File: src/rtl/pattern_detector.sv
// Programmable serial bit-pattern detector with a runtime pattern, a per-bit compare mask,
// overlap/non-overlap matching and a saturating match counter.
module pattern_detector #(
    parameter  int unsigned PAT_W = 8,
    parameter  int unsigned CNT_W = 16,
    localparam int unsigned LEN_W = $clog2(PAT_W + 1)
) (
    input  logic             clk,
    input  logic             rst,
    input  logic             in_valid,
    input  logic             in_bit,
    input  logic             cfg_we,
    input  logic [PAT_W-1:0] cfg_pattern,
    input  logic [PAT_W-1:0] cfg_mask,
    input  logic [LEN_W-1:0] cfg_len,
    input  logic             cfg_overlap,
    input  logic             count_clr,
    output logic             detected,
    output logic [CNT_W-1:0] match_count,
    output logic [LEN_W-1:0] fill
);

    localparam logic [LEN_W-1:0] LEN_MAX     = LEN_W'(PAT_W);
    localparam logic [LEN_W-1:0] LEN_DEFAULT = LEN_W'(4);
    localparam logic [PAT_W-1:0] PAT_DEFAULT = PAT_W'(4'b1101);

    logic [PAT_W-1:0] pat_q,  pat_d;
    logic [PAT_W-1:0] mask_q, mask_d;
    logic [LEN_W-1:0] len_q,  len_d;
    logic             ovl_q,  ovl_d;
    // The oldest history bit is never compared, so only PAT_W-1 bits are kept.
    logic [PAT_W-2:0] hist_q, hist_d;
    logic [LEN_W-1:0] fill_q, fill_d;
    logic             det_q,  det_d;
    logic [CNT_W-1:0] cnt_q,  cnt_d;

    logic [PAT_W-1:0] hist_nx;
    logic [LEN_W-1:0] fill_nx;
    logic [PAT_W-1:0] lenmask;
    logic             sample_c;
    logic             match_c;

    always_ff @(posedge clk) begin
        if (rst) begin
            pat_q  <= PAT_DEFAULT;
            mask_q <= '1;
            len_q  <= LEN_DEFAULT;
            ovl_q  <= 1'b1;
            hist_q <= '0;
            fill_q <= '0;
            det_q  <= 1'b0;
            cnt_q  <= '0;
        end else begin
            pat_q  <= pat_d;
            mask_q <= mask_d;
            len_q  <= len_d;
            ovl_q  <= ovl_d;
            hist_q <= hist_d;
            fill_q <= fill_d;
            det_q  <= det_d;
            cnt_q  <= cnt_d;
        end
    end

    // Candidate history/fill for an accepted bit; the match is judged on these values.
    always_comb begin
        hist_nx  = {hist_q, in_bit};
        fill_nx  = (fill_q < len_q) ? fill_q + LEN_W'(1) : len_q;
        for (int unsigned i = 0; i < PAT_W; i++) begin
            lenmask[i] = (32'(i) < 32'(len_q));
        end
        sample_c = in_valid && !cfg_we;
        match_c  = sample_c && (len_q != '0) && (fill_nx == len_q) &&
                   (((hist_nx ^ pat_q) & mask_q & lenmask) == '0);
    end

    always_comb begin
        pat_d  = pat_q;
        mask_d = mask_q;
        len_d  = len_q;
        ovl_d  = ovl_q;
        hist_d = hist_q;
        fill_d = fill_q;
        det_d  = 1'b0;
        cnt_d  = cnt_q;

        if (cfg_we) begin
            pat_d  = cfg_pattern;
            mask_d = cfg_mask;
            len_d  = (cfg_len > LEN_MAX) ? LEN_MAX : cfg_len;
            ovl_d  = cfg_overlap;
            hist_d = '0;
            fill_d = '0;
        end else if (sample_c) begin
            if (match_c && !ovl_q) begin
                hist_d = '0;
                fill_d = '0;
            end else begin
                hist_d = hist_nx[PAT_W-2:0];
                fill_d = fill_nx;
            end
        end

        det_d = match_c;

        // Clear takes priority over a coincident match.
        if (count_clr) begin
            cnt_d = '0;
        end else if (match_c && (cnt_q != '1)) begin
            cnt_d = cnt_q + CNT_W'(1);
        end
    end

    assign detected    = det_q;
    assign match_count = cnt_q;
    assign fill        = fill_q;

endmodule
File: config.mk
export PLATFORM = sky130hd
export DESIGN_NAME = pattern_detector
export DESIGN_NICKNAME = d
export VERILOG_FILES = /design/src/rtl/pattern_detector.sv
export SDC_FILE = /design/constraint.sdc
export NUM_CORES = 1
export LEC_CHECK = 0
export BUFFER_PORTS_ARGS = -buffer_cell sky130_fd_sc_hd__buf_2
export CELL_PAD_IN_SITES_DETAIL_PLACEMENT = 0
export CELL_PAD_IN_SITES_GLOBAL_PLACEMENT = 1
export CORE_MARGIN = 5
export CORE_UTILIZATION = 40
export CTS_CLUSTER_DIAMETER = 100
export DETAILED_ROUTE_END_ITERATION = 16
export PLACE_DENSITY = 0.86
export SYNTH_ARGS = -nofsm -noshare
export SYNTH_HDL_FRONTEND = slang
export SYNTH_SLANG_ARGS = --single-unit
File: constraint.sdc
create_clock -name clk -period 3.1 [get_ports clk]
set_input_delay 0.62 -clock clk [delete_from_list [all_inputs] [get_ports clk]]
set_output_delay 0.62 -clock clk [all_outputs]
set_load 0.01 [all_outputs]
== Word level (Yosys, flattened, before mapping) ==
Index checks and enable logic that the tools add are counted.

* Register bits after elaboration: 49
* Bits in latches: 0
* RAM bits: 0
* Memory bits (read-only): 0
* Output and inout port bits: 21
* Memories: 0

* $add $sub $neg: 2
* Multipliers: 0
* Div/mod/pow operators: 0
* $lt $le $gt $ge: 10
* Equal/unequal tests: 2
* Shift operators: 0
* Mux-type cells: 4
* Bitwise logic cells: 3
* Reductions and logical operators: 12

{| class="wikitable"
|+ Operators with widths
! operator !! number
|-
| adder 16 x 1 -> 16 bit (second input constant) || 1
|-
| bitwise AND 8 bit || 2
|-
| less-than comparator 3 x 4 -> 1 bit (first input constant) || 4
|-
| != test 16 bit (second input constant) || 1
|-
| 2-to-1 mux 4 bit || 3
|-
| zero test 8 bit || 1
|-
| less-than comparator 1 x 4 -> 1 bit (first input constant) || 2
|-
| less-than comparator 2 x 4 -> 1 bit (first input constant) || 2
|-
| bitwise XOR 8 bit || 1
|-
| 2-to-1 mux 7 bit || 1
|-
| logical AND 1 bit || 6
|-
| adder 4 x 1 -> 4 bit (second input constant) || 1
|-
| == test 4 bit || 1
|-
| greater-than comparator 4 bit (second input constant) || 1
|-
| less-than comparator 4 bit || 1
|-
| nonzero test 4 bit || 1
|-
| OR reduction 2 bit || 2
|-
| zero test 1 bit || 2
|}

== Longest topological paths before layout ==
Gate-level depths: netlist of the first run.

* Depth after elaboration: 7
* Mapped depth: 11

== Worst setup path after synthesis of the first run ==
No wires, ideal clock.

* Path type: register to register
* From: reg len_q[2]
* To: reg fill_q[3], in the netlist fill[3]
* Library setup time: 70 ps
* Arrival time: 2272 ps
* Data required time: 3030 ps
* Path slack: 758 ps
* Cell stages (with the launch flop): 11
* Buffers on the path: 2
* Period minus slack after synthesis: 2342 ps
* Path through: dfxtp_1 inv_1 ha_1 a21oi_1 o22ai_1 nor2_1 a22o_1 clkbuf_1 clkbuf_1 o211ai_1 a21oi_1

* Longest elaborated chain between the ends: 7

{| class="wikitable"
|+ Ends and longest elaborated chain
! what !! RTL line !! RTL
|-
| from (decl) || 29 || <nowiki>logic [LEN_W-1:0] len_q, len_d;</nowiki>
|-
| from (signal assigned) || 56 || <nowiki>len_q <= len_d;</nowiki>
|-
| less-than comparator 4 bit || 68 || <nowiki>fill_nx = (fill_q < len_q) ? fill_q + LEN_W'(1) : len_q;</nowiki>
|-
| 2-to-1 mux 4 bit || 68 ||
|-
| == test 4 bit || 73 || <nowiki>match_c = sample_c && (len_q != '0) && (fill_nx == len_q) &&</nowiki>
|-
| logical AND 1 bit (2 in a row) || 73 ||
|-
| logical AND 1 bit || 95 || <nowiki>if (match_c && !ovl_q) begin</nowiki>
|-
| 2-to-1 mux 4 bit * || 95 ||
|-
| to (signal assigned) || 59 || <nowiki>fill_q <= fill_d;</nowiki>
|-
| to (decl) || 33 || <nowiki>logic [LEN_W-1:0] fill_q, fill_d;</nowiki>
|}

Mark *: on every way between the ends. The rest lies on a longest branch, timed or not.
A chain may end at the register's enable or synchronous reset.

== Worst setup path after layout of the first run ==
* From: reg len_q[2]
* To: reg cnt_q[7], in the netlist match_count[7]

* Longest elaborated chain between the ends: 6

{| class="wikitable"
|+ Ends and longest elaborated chain
! what !! RTL line !! RTL
|-
| less-than comparator 4 bit || 68 ||
|-
| 2-to-1 mux 4 bit || 68 ||
|-
| == test 4 bit || 73 ||
|-
| logical AND 1 bit || 73 ||
|-
| logical AND 1 bit * || 73 ||
|-
| logical AND 1 bit * || 109 || <nowiki>end else if (match_c && (cnt_q != '1)) begin</nowiki>
|-
| to (signal assigned) || 61 || <nowiki>cnt_q <= cnt_d;</nowiki>
|-
| to (decl) || 35 || <nowiki>logic [CNT_W-1:0] cnt_q, cnt_d;</nowiki>
|}

Marks and branches as above.

==> out/metrics.csv, run 1 <==
stage,metric,value,unit
global_routing,grt_pass1_vias,2069,
worst_setup_path,r2r_slack,0.31,ns
routing,wire_per_inst,14.7,um
routing,routed-wl-met3,344,um
power_and_ir_drop,powerDensity,445,nW/um2
clock_tree,htreeDepth,2,
floorplanning,start_util,41.6,%
timing,maxSlewHeadroom,54.3,%
synth,ys_seq_area_share,39.4,%
floorplanning,fp.dieH,88.9,um
worst_setup_path,worst_ep_arrival_time,3.03,ns
routing,highest_layer,met4,
power_and_ir_drop,swShare,24.3,%
worst_setup_path,critPathRequiredTime,3.34,ns
placement,globalplace.congestion,0.911,
clock_tree,tritoncts,done,
clock_tree,postCtsHoldBufs,0,
power_and_ir_drop,vdd_drop_max,0.239,mV
timing,tns,0,ns
synth,ys.flop_type,dfxtp_1,
synth,synth_compound_area_share,24.2,%
power_and_ir_drop,combPwrFrac,11.4,%
routing,ant_nets,0,
finish,fillers,586,
timing,worstMarginPinSlew,0.686,ns
synth,synth_warnings,0,
timing,rsz0062_at_grt,false,
floorplanning,die_w,88.9,um
timing,fin_skew,0.00854,ns
finish,multi_input_area,1400,um2
clock_tree,post_cts_buffers,0,
routing,met1_length,2840,um
min_path,hold_path_class,flop to flop,
synth,synth_area,2490,um2
worst_setup_path,critical_path_class,flop to flop,
clock_tree,cts_resized,0,
synth,syn_area_per_cell,8.50,um2
routing,drt_iter0_drc,164,
clock_tree,cts-buffers-inserted,5,
synth,synth_edf_count,0,
synth,synth-simple-area-share,22.7,%
synth,synthArstFlopShare,0,%
global_routing,track_usage,15.7,%
placement,place_area,2770,um2
worst_setup_path,critPathMaxFanout,25,
power_and_ir_drop,p_clk_share,36.7,%
routing,routed_wl,6020,um
timing,clock.fmax,359,MHz
synth,synth_top_family_by_area,compound AO/OA/AOI/OAI gates,
finish,ff_latch_area,981,um2
floorplanning,num_rows,28,
placement,portBuffers,47,
synth,synth_mux_area_share,2.86,%
global_routing,grt_overflow,0,
status,status,finished clean,
timing,min_period_over_period,89.9,%
power_and_ir_drop,p_leak,1.14,nW
synth,synth_seq_cells,49,
clock_tree,clkSlewWorstSetupHoldPaths,0.09,ns
worst_setup_path,end_kind,flop,
synth,ys_types,47,
floorplanning,ios,48,
synth,synth_fa_ha_area_share,2.51,%
power_and_ir_drop,p_sw,0.000311,W
routing,via_per_inst,5.46,
global_routing,grt_pass1_wl,9820,um
clock_tree,cts-root-buf,clkbuf_8,
worst_setup_path,startpoint_type,flop,
floorplanning,core,5990,um2
finish,n_antenna_cell,0,
power_and_ir_drop,intPower,0.000972,W
clock_tree,clk_path_buf_depth,2,
global_routing,grt_max_degree,43,
finish,syn_to_final_growth,15.8,%
routing,routed-wl-met2,2760,um
routing,dr.pass1.iters,4,
routing,drc,0,
power_and_ir_drop,pwr-share-seq,51.9,%
job,drv_cap,0,
clock_tree,clock-sinks,49,
finish,final_nets,365,
timing,final_hold_viol_count,0,
routing,vias,2234,
synth,postSynthCellCount,293,
timing,drv_slew,0,
placement,hpwl,4280,um
clock_tree,insertion_delay,0.30,ns
global_routing,antenna_found_initial,0,
timing,period_needed,2.79,ns
floorplanning,dieArea,7900,um2
synth,synth_nets,325,
finish,finalInstanceArea,2880,um2
timing,setup_viol,0,
synth,synth_xor_area_share,3.87,%
finish,layout-drive-gt1-share,19.5,%
-- synthesized netlist by cell type (all sizes together) (2+ instances only) --
master	instances	area [um2]
and2	2	12.5
o211ai	11	87.6
o21a	3	22.5
or2	5	31.3
nand3	16	80.1
nand2	22	82.6
ha	5	62.6
xnor2	2	17.5
nor2	17	63.8
a21oi	27	135
or4	11	82.6
and3	3	18.8
nor4	4	25.0
o41ai	2	17.5
clkbuf	13	48.8
nor2b	14	87.6
xor2	9	78.8
dfxtp	49	981
inv	9	33.8
o31ai	11	82.6
o21ai	8	40.0
nor3	4	20.0
nand2b	2	12.5
buf	4	25.0
or3	4	25.0
o311ai	2	17.5
a211o	12	105
mux2i	6	60.1
-- cells in the final DEF, fill, tap and decap left out, drive strengths merged, types with 5 or more instances in the layout --
cell type,n
nand2,22
nor2,17
a211o,12
clkbuf,7
or4,11
o211ai,11
xor2,9
a21oi,27
dfxtp,49
mux2i,6
ha,5
or2,5
o21ai,8
nor2b,14
buf,50
inv,9
o31ai,11
nand3,16
-- per-stage QoR --
stage / hold slack, ns / cells / util [%] / setup WS [ns] / total power [W]
after floorplan: 0.444 / 293 / - / 0.758 / 0.000778
after global placement: 0.452 / 401 / 46.2 / 0.460 / 0.000824
final: 0.473 / 409 / 48.1 / 0.313 / 0.00128
after global routing: 0.509 / 409 / 48.1 / 0.0511 / 0.00134
after CTS: 0.482 / 409 / 48.1 / 0.339 / 0.00130
after detailed placement: 0.470 / 401 / 46.2 / 0.363 / 0.000825
-- cells by family (layout without fill, tap and decap cells) --
kind of cell / count (synthesis) / in the layout
DFF: 49 / 49
xor gates and xnor gates: 11 / 11
AOI/OAI and AO/OA: 87 / 87
buffers and inverters: 27 / 68
adders and majority gates: 5 / 5
and+or+nand+nor: 107 / 107
muxes: 7 / 7
-- path summary, 6_finish.rpt --
kind | start | end | depth (start not counted)
setup / recovery | len_q[2] | match_count[7] | 8
hold / removal | hist_q[6] | hist_q[6] | 2
setup reg to reg | len_q[2] | match_count[7] | 8
hold reg to reg | hist_q[6] | hist_q[6] | 2
-- sequential cells by signal, indices dropped and copies added (netlist names) --
name and count:
detected 1, match_count 16, mask_q 8, ovl_q 1
fill 4, len_q 4, pat_q 8, hist_q 7
-- routing by layer --
| metal | global-route usage [%] | vias up |
|---|---|---|
| li1 | - | 1162 |
| met3 | 3.69 | 7 |
| met2 | 25.7 | 49 |
| met4 | 4.26 | 0 |
| met1 | 20.8 | 1016 |
| met5 | 0 | - |
-- critical path, stage by stage (launching register included) --
cell and delay (ns):
dfxtp_1 0.46, inv_1 0.12, ha_1 0.30, nand3_1 0.11, o22ai_1 0.25, o41ai_1 0.13
or3_1 0.62, or4_1 0.57, a21oi_1 0.16
-- power by group through the flow --
stage	Combinational, W	Clock, W	Sequential, W
finish	0.000146	0.000471	0.000667
global route	0.000162	0.000511	0.000670
CTS	0.000145	0.000484	0.000667
detailed placement	0.000144	0	0.000681
global placement	0.000143	0	0.000681
floorplan	0.000102	0	0.000676
-- area by class of cell --
class	instances	area share (%)
Multi-Input combinational cell	217	48.5
Timing Repair Buffer	50	8.94
Sequential cell	49	34.0
Tap cell	75	3.25
Clock buffer	7	2.99
Clock inverter	1	1.04
Inverter	10	1.30
No activity file was read; power rests on OpenSTA's default activity.
==> run 2, diff against run 1 <==
CORE_UTILIZATION = 41   (was 40)
PLACE_DENSITY = 0.87   (was 0.86)
==> run 2 against run 1 <==
  * Non-clock buffer count is the same
  * Die area decreased by 2.2%
  * Largest cell class unchanged
  * First-iteration DRC count fell by 3.0%
  * Sequential power about the same
  * Critical path type unchanged
  * Total power fell by 6.7%
  * Via count rose by 2.1%
  * Final cell count fell by 0.24%
==> out/metrics.csv, run 2 (same netlist as run 1, synthesis figures left out) <==
stage,metric,value,unit
placement,place_ws,0.361,ns
timing,setup_viol,0,
global_routing,grt_pass1_vias,2200,
min_path,min_path_cells,2,
routing,wire_per_inst,14.7,um
global_routing,grt_overflow,0,
power_and_ir_drop,combPwrFrac,12.0,%
power_and_ir_drop,p_leak,1.12,nW
clock_tree,clock-sinks,49,
clock_tree,clk_path_buf_depth,2,
routing,ant_nets,0,
timing,rsz0062_at_grt,false,
power_and_ir_drop,p_clk_share,32.4,%
finish,fillers,583,
global_routing,grt_pass1_wl,10300,um
timing,maxSlewHeadroom,53.9,%
global_routing,grt_max_degree,43,
worst_setup_path,worst_ep_arrival_time,3.02,ns
min_path,min_to,hist_q[6],
power_and_ir_drop,p_sw,0.000312,W
clock_tree,clkSlewWorstSetupHoldPaths,0.09,ns
placement,portBuffers,47,
clock_tree,htreeDepth,2,
clock_tree,insertion_delay,0.31,ns
finish,n_antenna_cell,0,
worst_setup_path,rr_endpoint,match_count[11],
floorplanning,die_w,87.9,um
floorplanning,num_rows,28,
worst_setup_path,critPathMaxFanout,25,
worst_setup_path,end_kind,flop,
worst_setup_path,cp_slowest_cell,or3_1,
worst_setup_path,path_buf_inv,1,
routing,routed_wl,6000,um
floorplanning,core,5920,um2
finish,layout-drive-gt1-share,19.5,%
routing,drt_iter0_drc,159,
timing,fin_skew,0.00927,ns
finish,largest_reg_flops,16,
worst_setup_path,path_cells,"inv_1, ha_1, nand3_1, o22ai_1, o41ai_1, or3_1, or4_1, a21oi_1",
placement,hpwl,4290,um
power_and_ir_drop,pwr-share-seq,55.7,%
worst_setup_path,critPathTopFamily,simple AND/OR/NAND/NOR gates,
timing,final_hold_viol_count,0,
global_routing,track_usage,16.7,%
clock_tree,post_cts_buffers,0,
power_and_ir_drop,vdd_drop_max,0.201,mV
clock_tree,tritoncts,done,
worst_setup_path,r2r-start,len_q[2],
worst_setup_path,critPathRequiredTime,3.33,ns
finish,finalInstanceArea,2860,um2
finish,final_cell_mix,"49 x dfxtp_1, 47 x buf_2, 27 x a21oi_1",
timing,drv_slew,0,
min_path,min-delay-start,hist_q[6],
worst_setup_path,critical_path_class,flop to flop,
worst_setup_path,cp.depth,8,
power_and_ir_drop,powerDensity,419,nW/um2
timing,min_period_over_period,89.9,%
routing,vias,2280,
routing,via_per_inst,5.59,
floorplanning,start_util,42.1,%
finish,final_common_cell,dfxtp_1,
routing,drc,0,
floorplanning,dieArea,7730,um2
timing,period_needed,2.79,ns
placement,globalplace.congestion,0.928,
clock_tree,cts_resized,0,
floorplanning,ios,48,
power_and_ir_drop,p_total,0.00120,W
routing,dr.pass1.iters,4,
floorplanning,fp.dieH,87.9,um
job,drv_cap,0,
placement,place_area,2770,um2
worst_setup_path,reg2reg_depth,8,
worst_setup_path,cpPeakStageDelay,0.63,ns
clock_tree,postCtsHoldBufs,0,
finish,final_nets,365,
clock_tree,cts-root-buf,clkbuf_8,
finish,syn_to_final_growth,14.8,%
timing,worstMarginPinSlew,0.691,ns
power_and_ir_drop,intPower,0.000886,W
power_and_ir_drop,swShare,26.1,%
clock_tree,cts-buffers-inserted,5,
min_path,hold_path_class,flop to flop,
timing,tns,0,ns
timing,final.setup.worst_slack,0.312,ns
status,status,finished clean,
worst_setup_path,r2r_slack,0.31,ns
worst_setup_path,startpoint_type,flop,
global_routing,antenna_found_initial,0,
timing,clock.fmax,359,MHz
run 2: changes by cell type in the layout (fill, tap and decap cells not counted), sizes merged:
| cell | previous run | this run |
|---|---|---|
| clkinvlp | 0 | 1 |
| clkbuf | 7 | 6 |
| bufinv | 1 | 0 |
run 2: layer usage:
| metal | vias to the layer above | global-route usage (%) | part of all wire [%] |
|---|---|---|---|
| li1 | 1160 | - | - |
| met4 | 0 | 7.81 | 2.4 |
| met5 | - | 0 | 0 |
| met3 | 12 | 3.57 | 5.1 |
| met2 | 50 | 27.1 | 46 |
| met1 | 1058 | 21.2 | 46 |
run 2: final cells by class:
cell class | count | area [um2] | area share, %
clock buffers | 6 | 82.6 | 2.89
clock inverters | 1 | 7.51 | 0.263
flip-flops and latches | 49 | 981 | 34.3
inverters | 10 | 37.5 | 1.31
repair buffers | 50 | 258 | 9.02
well taps | 75 | 93.8 | 3.28
multi-input cells | 217 | 1400 | 48.9
run 2: worst max path at each step:
stage                        start         endpoint
after floorplan           len_q[2]          fill[3]
after detailed placement  len_q[2]  match_count[10]
final                     len_q[2]  match_count[11]
after CTS                 len_q[2]   match_count[5]
after global routing      len_q[3]   match_count[5]
after global placement      in_bit  match_count[11]
run 2: per-stage QoR:
stage / util [%] / cells / hold WS [ns]
detailed placement: 46.7 / 401 / 0.461
global route: 48.3 / 408 / 0.506
floorplan: - / 293 / 0.444
CTS: 48.3 / 408 / 0.477
global placement: 46.7 / 401 / 0.455
finish: 48.3 / 408 / 0.474
run 2: power by group through the flow:
stage	sequential [W]	combinational, W	clock (W)
floorplan	0.000676	0.000102	0
global placement	0.000681	0.000143	0
detailed placement	0.000682	0.000144	0
CTS	0.000667	0.000144	0.000403
global route	0.000670	0.000162	0.000428
finish	0.000667	0.000144	0.000388
run 2: worst register-to-register path, stage by stage (launching register included):
cell and delay, ns:
dfxtp_1 0.46, inv_1 0.13, ha_1 0.31, nand3_1 0.10, o22ai_1 0.24, o41ai_1 0.13
or3_1 0.63, or4_1 0.57, a21oi_1 0.15
